File: src/rtl/seven_seg_loader.sv
// Debounces a load button, snapshots a 32-bit word on each press and writes it
// one nibble per digit into the seven_seg display (write/select/num strobes).
module seven_seg_loader #(
   parameter int DEBOUNCE_CYCLES = 500000,
   parameter int GAP_CYCLES      = 4,
   parameter int DIGITS          = 8
) (
   input  logic        clock,
   input  logic        reset_n,
   input  logic        btn,
   input  logic [31:0] data,
   output logic        write,
   output logic [2:0]  select,
   output logic [3:0]  num,
   output logic        busy,
   output logic        done
);

   localparam int CNT_W    = $clog2(DEBOUNCE_CYCLES + 1);
   localparam int GAP_W    = (GAP_CYCLES > 1) ? $clog2(GAP_CYCLES) : 1;
   localparam int GAP_LAST = (GAP_CYCLES > 0) ? GAP_CYCLES - 1 : 0;

   localparam logic [CNT_W-1:0] CNT_LAST = CNT_W'(DEBOUNCE_CYCLES - 1);
   localparam logic [GAP_W-1:0] GAP_END  = GAP_W'(GAP_LAST);
   localparam logic [2:0]       IDX_LAST = 3'(DIGITS - 1);

   typedef enum logic [1:0] {
      S_IDLE,
      S_WRITE,
      S_GAP,
      S_DONE
   } state_t;

   function automatic logic [3:0] nibble(input logic [31:0] word, input logic [2:0] k);
      return word[{k, 2'b00} +: 4];
   endfunction

   logic             r_sync1;
   logic             r_sync2;
   logic             r_stable;
   logic             r_stable_d;
   logic             r_load_req;
   logic [CNT_W-1:0] r_cnt;

   // btn is asynchronous: two flops before anything looks at it
   always_ff @(posedge clock or negedge reset_n) begin
      if (!reset_n) begin
         r_sync1    <= 1'b0;
         r_sync2    <= 1'b0;
         r_stable   <= 1'b0;
         r_stable_d <= 1'b0;
         r_load_req <= 1'b0;
         r_cnt      <= '0;
      end else begin
         r_sync1    <= btn;
         r_sync2    <= r_sync1;
         r_stable_d <= r_stable;
         r_load_req <= r_stable & ~r_stable_d;
         if (r_sync2 == r_stable) begin
            r_cnt <= '0;
         end else if (r_cnt == CNT_LAST) begin
            r_stable <= r_sync2;
            r_cnt    <= '0;
         end else begin
            r_cnt <= r_cnt + CNT_W'(1);
         end
      end
   end

   state_t           r_state;
   state_t           w_state_nxt;
   logic [2:0]       r_idx;
   logic [2:0]       w_idx_nxt;
   logic [2:0]       w_idx_inc;
   logic [GAP_W-1:0] r_gap;
   logic [GAP_W-1:0] w_gap_nxt;
   logic [31:0]      r_shadow;
   logic [31:0]      w_shadow_nxt;
   logic             r_write;
   logic             w_write_nxt;
   logic [2:0]       r_select;
   logic [2:0]       w_select_nxt;
   logic [3:0]       r_num;
   logic [3:0]       w_num_nxt;
   logic             r_busy;
   logic             r_done;
   logic             w_done_nxt;

   assign w_idx_inc = r_idx + 3'd1;

   // Outputs are computed for the next state so they register in step with it
   always_comb begin
      w_state_nxt  = r_state;
      w_idx_nxt    = r_idx;
      w_gap_nxt    = r_gap;
      w_shadow_nxt = r_shadow;
      w_write_nxt  = 1'b0;
      w_select_nxt = r_select;
      w_num_nxt    = r_num;
      w_done_nxt   = 1'b0;
      case (r_state)
         S_IDLE: begin
            if (r_load_req) begin
               w_shadow_nxt = data;
               w_idx_nxt    = '0;
               w_state_nxt  = S_WRITE;
               w_write_nxt  = 1'b1;
               w_select_nxt = '0;
               w_num_nxt    = data[3:0];
            end
         end
         S_WRITE: begin
            if (r_idx == IDX_LAST) begin
               w_state_nxt = S_DONE;
               w_done_nxt  = 1'b1;
            end else begin
               w_idx_nxt = w_idx_inc;
               if (GAP_CYCLES == 0) begin
                  w_state_nxt  = S_WRITE;
                  w_write_nxt  = 1'b1;
                  w_select_nxt = w_idx_inc;
                  w_num_nxt    = nibble(r_shadow, w_idx_inc);
               end else begin
                  w_state_nxt = S_GAP;
                  w_gap_nxt   = '0;
               end
            end
         end
         S_GAP: begin
            if (r_gap == GAP_END) begin
               w_state_nxt  = S_WRITE;
               w_write_nxt  = 1'b1;
               w_select_nxt = r_idx;
               w_num_nxt    = nibble(r_shadow, r_idx);
            end else begin
               w_gap_nxt = r_gap + GAP_W'(1);
            end
         end
         S_DONE: begin
            w_state_nxt = S_IDLE;
         end
         default: begin
            w_state_nxt = S_IDLE;
         end
      endcase
   end

   always_ff @(posedge clock or negedge reset_n) begin
      if (!reset_n) begin
         r_state  <= S_IDLE;
         r_idx    <= '0;
         r_gap    <= '0;
         r_shadow <= '0;
         r_write  <= 1'b0;
         r_select <= '0;
         r_num    <= '0;
         r_busy   <= 1'b0;
         r_done   <= 1'b0;
      end else begin
         r_state  <= w_state_nxt;
         r_idx    <= w_idx_nxt;
         r_gap    <= w_gap_nxt;
         r_shadow <= w_shadow_nxt;
         r_write  <= w_write_nxt;
         r_select <= w_select_nxt;
         r_num    <= w_num_nxt;
         r_busy   <= (w_state_nxt != S_IDLE);
         r_done   <= w_done_nxt;
      end
   end

   assign write  = r_write;
   assign select = r_select;
   assign num    = r_num;
   assign busy   = r_busy;
   assign done   = r_done;

endmodule

File: config.mk
export PLATFORM = sky130hd
export DESIGN_NAME = seven_seg_loader
export DESIGN_NICKNAME = d
export VERILOG_FILES = /design/src/rtl/seven_seg_loader.sv
export SDC_FILE = /design/constraint.sdc
export NUM_CORES = 1
export LEC_CHECK = 0
export ABC_AREA = 1
export BUFFER_PORTS_ARGS = -buffer_cell sky130_fd_sc_hd__buf_2
export CELL_PAD_IN_SITES_DETAIL_PLACEMENT = 0
export CELL_PAD_IN_SITES_GLOBAL_PLACEMENT = 1
export CORE_MARGIN = 5
export CORE_UTILIZATION = 44
export DETAILED_ROUTE_END_ITERATION = 6
export PLACE_DENSITY_LB_ADDON = 0.1
export REMOVE_ABC_BUFFERS = 1
export SYNTH_ARGS = -nofsm -noshare
export SYNTH_HDL_FRONTEND = slang
export SYNTH_SLANG_ARGS = --single-unit
File: constraint.sdc
create_clock -name clock -period 1.92 [get_ports clock]
set_input_delay 0.288 -clock clock [delete_from_list [all_inputs] [get_ports clock]]
set_output_delay 0.288 -clock clock [all_outputs]
set_load 0.05 [all_outputs]
# After elaboration in Yosys (flattened, before gate mapping)
# Index checks and enable logic that the tools add are counted.
# word_totals
reg_bits,73
latch_bits,0
ramBits,0
rom_bits,0
in_bits,35
output_inout_bits,10
elab_cells,65
n_memories,0
# classes
add_sub_neg,3
n_mul,0
div,0
magnitude_cmp,0
n_eq_ne,11
shift,1
n_mux,22
n_bitwise,3
n_reduce_logical,10
# ops
op,n
two-way mux 19 bit,2
variable part select 32 x 6 -> 4 bit,1
"adder 19 x 1 -> 19 bit, second input constant",1
"== test 19 bit, second input constant",1
case mux 3 bit (2 select lines),2
two-way mux 3 bit,3
AND reduction 3 bit,3
two-way mux 2 bit,4
two-way mux 4 bit,2
"!= test 2 bit, second input constant",4
case mux 2 bit (4 select lines),1
case mux 4 bit (2 select lines),1
nonzero test 2 bit,4
"== test 2 bit, second input constant",3
two-way mux 1 bit,5
case mux 2 bit (2 select lines),1
AND reduction 2 bit,2
"adder 3 x 1 -> 3 bit, second input constant",1
"== test 3 bit, second input constant",1
"adder 2 x 1 -> 2 bit, second input constant",1
"== test 2 x 1 -> 1 bit, second input constant",1
logical NOT 2 bit,1
NOT 1 bit,2
case mux 1 bit (2 select lines),1
2 further kinds,2

# Logic depth before layout (Yosys ltp)
# logic_depth
word_depth,4
ltp_mapped,10
mapped_depth_nobuf,9

# Least setup slack after synthesis
# Ideal clock, no wire load.
# synth_path
path_type,register -> register
from,reg r_cnt[0]
to,reg r_cnt[12]
setup_time_ns,0.121
arrival_time_ns,1.209
required_ns,1.799
path_slack_ns,0.591
stages_incl_launch_ff,8
path_buffers,0
synth_period_minus_slack_ns,1.329
path_cell_list,dfrtp_1 ha_1 nand2_2 nor2_8 nand3_4 nor2_1 xor2_1 nor2_1
# synth_via
elab_chain_cells,3
word_cells_on_any_way,4
cone_classes,1 x add/sub; 1 x eq/ne; 2 x mux
# synth_lines
element,line,text
"start, declared",43,logic [CNT_W-1:0] r_cnt;
"start signal, assigned",65,r_cnt <= r_cnt + CNT_W'(1);
adder 19 x 1 -> 19 bit or == test 19 bit (tied branches),"65, 61",
two-way mux 19 bit (*),61,end else if (r_cnt == CNT_LAST) begin
two-way mux 19 bit (*),59,if (r_sync2 == r_stable) begin
# Every way passes the cells marked *; elsewhere a longest branch is shown, timed or not.
# A chain may end at the register's enable or synchronous reset.

# Final worst setup path
# layout_path
from,reg r_cnt[0]
to,reg r_cnt[8]
# The elaborated chain is that of the path after synthesis.

==> impl_metrics.env <==
export IMPL_stdcell_count=552
export IMPL_cts_repair_resized=0
export IMPL_core_area_um2=7807
export IMPL_worstSetupStartpoint="r_cnt[0]"
export IMPL_layout_min_cycle_time_ps=1473
export IMPL_rsz0062_at_grt="false"
export IMPL_syn_avg_cell_area_um2=9.070
export IMPL_ys_ff_latch=73
export IMPL_drc=0
export IMPL_n_antenna_cell=0
export IMPL_cp_start_kind="flip-flop"
export IMPL_p_leak_nw=2.025
export IMPL_path_clk_slew_ps=70
export IMPL_power_mw=2.929
export IMPL_synth_seq_area_share=0.5112
export IMPL_area_growth_pct=15.62
export IMPL_num_rows=32
export IMPL_finalWirelength_mm=7.654
export IMPL_fin_util=0.5292
export IMPL_hold_worst_slack_ps=52.89
export IMPL_grt_use_met1=0.2050
export IMPL_grt_pass1_vias=2721
export IMPL_max_freq_mhz=678.8
export IMPL_finClkSkew_ps=11.46
export IMPL_synthDistinctLibCells=36
export IMPL_finalSetupTns_ps=0
export IMPL_crit_end="r_cnt[8]"
export IMPL_drtPass1Iterations=4
export IMPL_critPathArrivalTime_ps=1690
export IMPL_grt_ovfl_total=0
export IMPL_port_buffers=44
export IMPL_hp_class="input port to flip-flop"
export IMPL_maxSlewHeadroom=0.7100
export IMPL_reg2regPathDepth=6
export IMPL_hold_viol=0
export IMPL_grtUsageMet2=0.2696
export IMPL_grt_met3_usage=0.04448
export IMPL_cts_root_buf="clkbuf_8"
export IMPL_report_final_slew_viol_count=0
export IMPL_status="finished clean"
export IMPL_required_ps=2140
export IMPL_critical_path_class="flip-flop to flip-flop"
export IMPL_grt_total_usage=0.1639
export IMPL_die_area_um2=10020
export IMPL_fin_nets=485
export IMPL_critPathCaptureType="flip-flop"
export IMPL_setup_violations=0
export IMPL_numCtsBuffers=9
export IMPL_rrSetupSlack_ps=450
export IMPL_syn_instance_count=394
export IMPL_die_w_um=100.1
export IMPL_r2r_start="r_cnt[0]"
export IMPL_clkLatencyLatePin_ps=340
export IMPL_grt_pass1_wl_mm=12.88
export IMPL_final_layout_size_suffix_gt1_frac=0.2667
export IMPL_cts_setup_buffers=0
export IMPL_maxCapViolCount=0
export IMPL_cts_buffer_depth=2
export IMPL_vias=2687
export IMPL_yosys_area_top_type="dfrtp_1"
export IMPL_die_y_um=100.1
export IMPL_cts_tree="yes"
export IMPL_initialDrtViolationCount=89
export IMPL_drt_wirelength_per_cell_um=13.87
export IMPL_vias_per_cell=4.868
export IMPL_gp_congestion=0.8511
export IMPL_syn_area_um2=3573
export IMPL_ios=45
export IMPL_busiest_layer="met2"
export IMPL_ant_nets=0
export IMPL_timing_rr_end="r_cnt[8]"
export IMPL_clock_sinks=73
export IMPL_period_share=0.7673
export IMPL_cp_max_fo=7
export IMPL_antenna_found_initial=0
export IMPL_tightestPinTransition_ps=431.7
export IMPL_h_tree_depth=3
export IMPL_yosysWarnings=0
export IMPL_irDropWorstVdd_uv=403.9
export IMPL_fillCellCount=774
export IMPL_yosys_area_top_type_share=0.5112
export IMPL_grt_max_degree=74
export IMPL_powerDensity_nw_per_um2=709.0
export IMPL_synth_area_leaders="dfrtp_1 51%, nand2_1 8.6%, mux2_2 6.9%, nor2_1 5.4%, nand3_1 4.8%"
export IMPL_start_util=0.4577
export IMPL_dp_cells=536
export IMPL_dp_hpwl_mm=5.515
==> synth_stat cells (all sizes together) <==
library cell / instances
a211oi: 1
a21oi: 9
buf: 9
clkbuf: 1
clkinv: 1
dfrtp: 73
ha: 4
inv: 43
mux2: 24
nand2: 86
nand3: 39
nand4: 1
nor2: 61
nor3: 4
nor3b: 1
o211ai: 5
o21ai: 16
o31ai: 2
or2: 5
xor2: 9
==> critical path, stage by stage, from the launching register on <==
cell     delay [ps]
dfrtp_1         390
ha_1            240
nand2_2         120
nor2_8          140
nand3_2         130
o21ai_4         270
nor2_1           70
==> repair_timing <==
action                                  CTS  global route
hold endpoints to repair                 73             0
hold buffers                              1             0
endpoints found under the setup margin    0             0
==> flip-flops by register name (all words and copies together), names as in the netlist, 2 cells and up <==
register and flops:
r_gap 2, num 4, r_cnt 19, r_shadow 32, r_idx 3, r_state 2, select 3
==> metrics by stage <==
| step | instance area [µm²] | worst slack (ps) |
|---|---|---|
| after detailed placement | 3928 | 441.7 |
| after global placement | 3928 | 479.2 |
| final | 4131 | 446.9 |
| after global routing | 4131 | 289.1 |
| after floorplan | 3522 | 49.30 |
| after CTS | 4131 | 426.7 |
==> power by group <==
part	total, mW	internal, mW	leakage (nW)	switching [mW]
combinational	0.133	0.0619	0.997	0.0713
clock	1.20	0.626	0.0981	0.576
sequential	1.59	1.57	0.930	0.0197
total	2.93	2.26	2.03	0.667
==> worst min path at each step <==
| stage | startpoint | endpoint | slack (ps) | depth (start not counted) |
|---|---|---|---|---|
| final | btn | r_sync1 | 50 | 1 |
| after global routing | btn | r_sync1 | 30 | 1 |
| after CTS | btn | r_sync1 | 30 | 1 |
| after detailed placement | r_sync1 | r_sync2 | 340 | 0 |
| after global placement | r_sync1 | r_sync2 | 340 | 0 |
| after floorplan | reset_n | busy | -8 | 0 |
==> cell families (layout without fill, tap and decap cells) <==
kind of cell               after synthesis  count (layout)  synth area share
xor gates and xnor gates                 9               9           0.02416
buffers and inverters                   54             110           0.06057
muxes                                   24              24           0.07563
adders and majority gates                4               4           0.01401
AOI/OAI and AO/OA                       33              33           0.05602
DFF                                     73              73            0.5112
and+or+nand+nor                        197             197            0.2584
==> area by class of cell <==
cell class	count	area (µm²)	area share
Tap cell	102	127.6	0.03089
Clock inverter	5	56.30	0.01363
Sequential cell	73	1827	0.4422
Timing Repair Buffer	51	287.8	0.06965
Clock buffer	10	137.6	0.03331
Multi-Input combinational cell	267	1530	0.3704
Inverter	44	165.2	0.03998
==> per-layer routing <==
layer | part of all wire | vias up | wire [µm]
met1 | 0.46 | 1271 | 3552
met2 | 0.48 | 39 | 3692
met3 | 0.035 | 13 | 270
li1 | - | 1364 | -
met5 | 0 | - | 0
met4 | 0.018 | 0 | 138
==> placed cells by master (no fill, tap or decap), types with 2 or more instances in the layout <==
master     n
inv_1     33
buf_2     44
or2_1      3
mux2_2    22
o21ai_0    9
xor2_1     8
o211ai_1   5
ha_1       4
inv_2     10
dfrtp_1   73
or2_0      2
nand2_1   82
o21ai_1    6
nand2_2    3
nand3_1   34
clkinv_2   2
a21oi_1    8
buf_4      5
nor2_1    51
nor2_2     5
nand3_2    4
mux2_1     2
o31ai_1    2
clkbuf_8  10
nor2_4     4
nor3_1     3
Power figures use the tool's default switching activity.
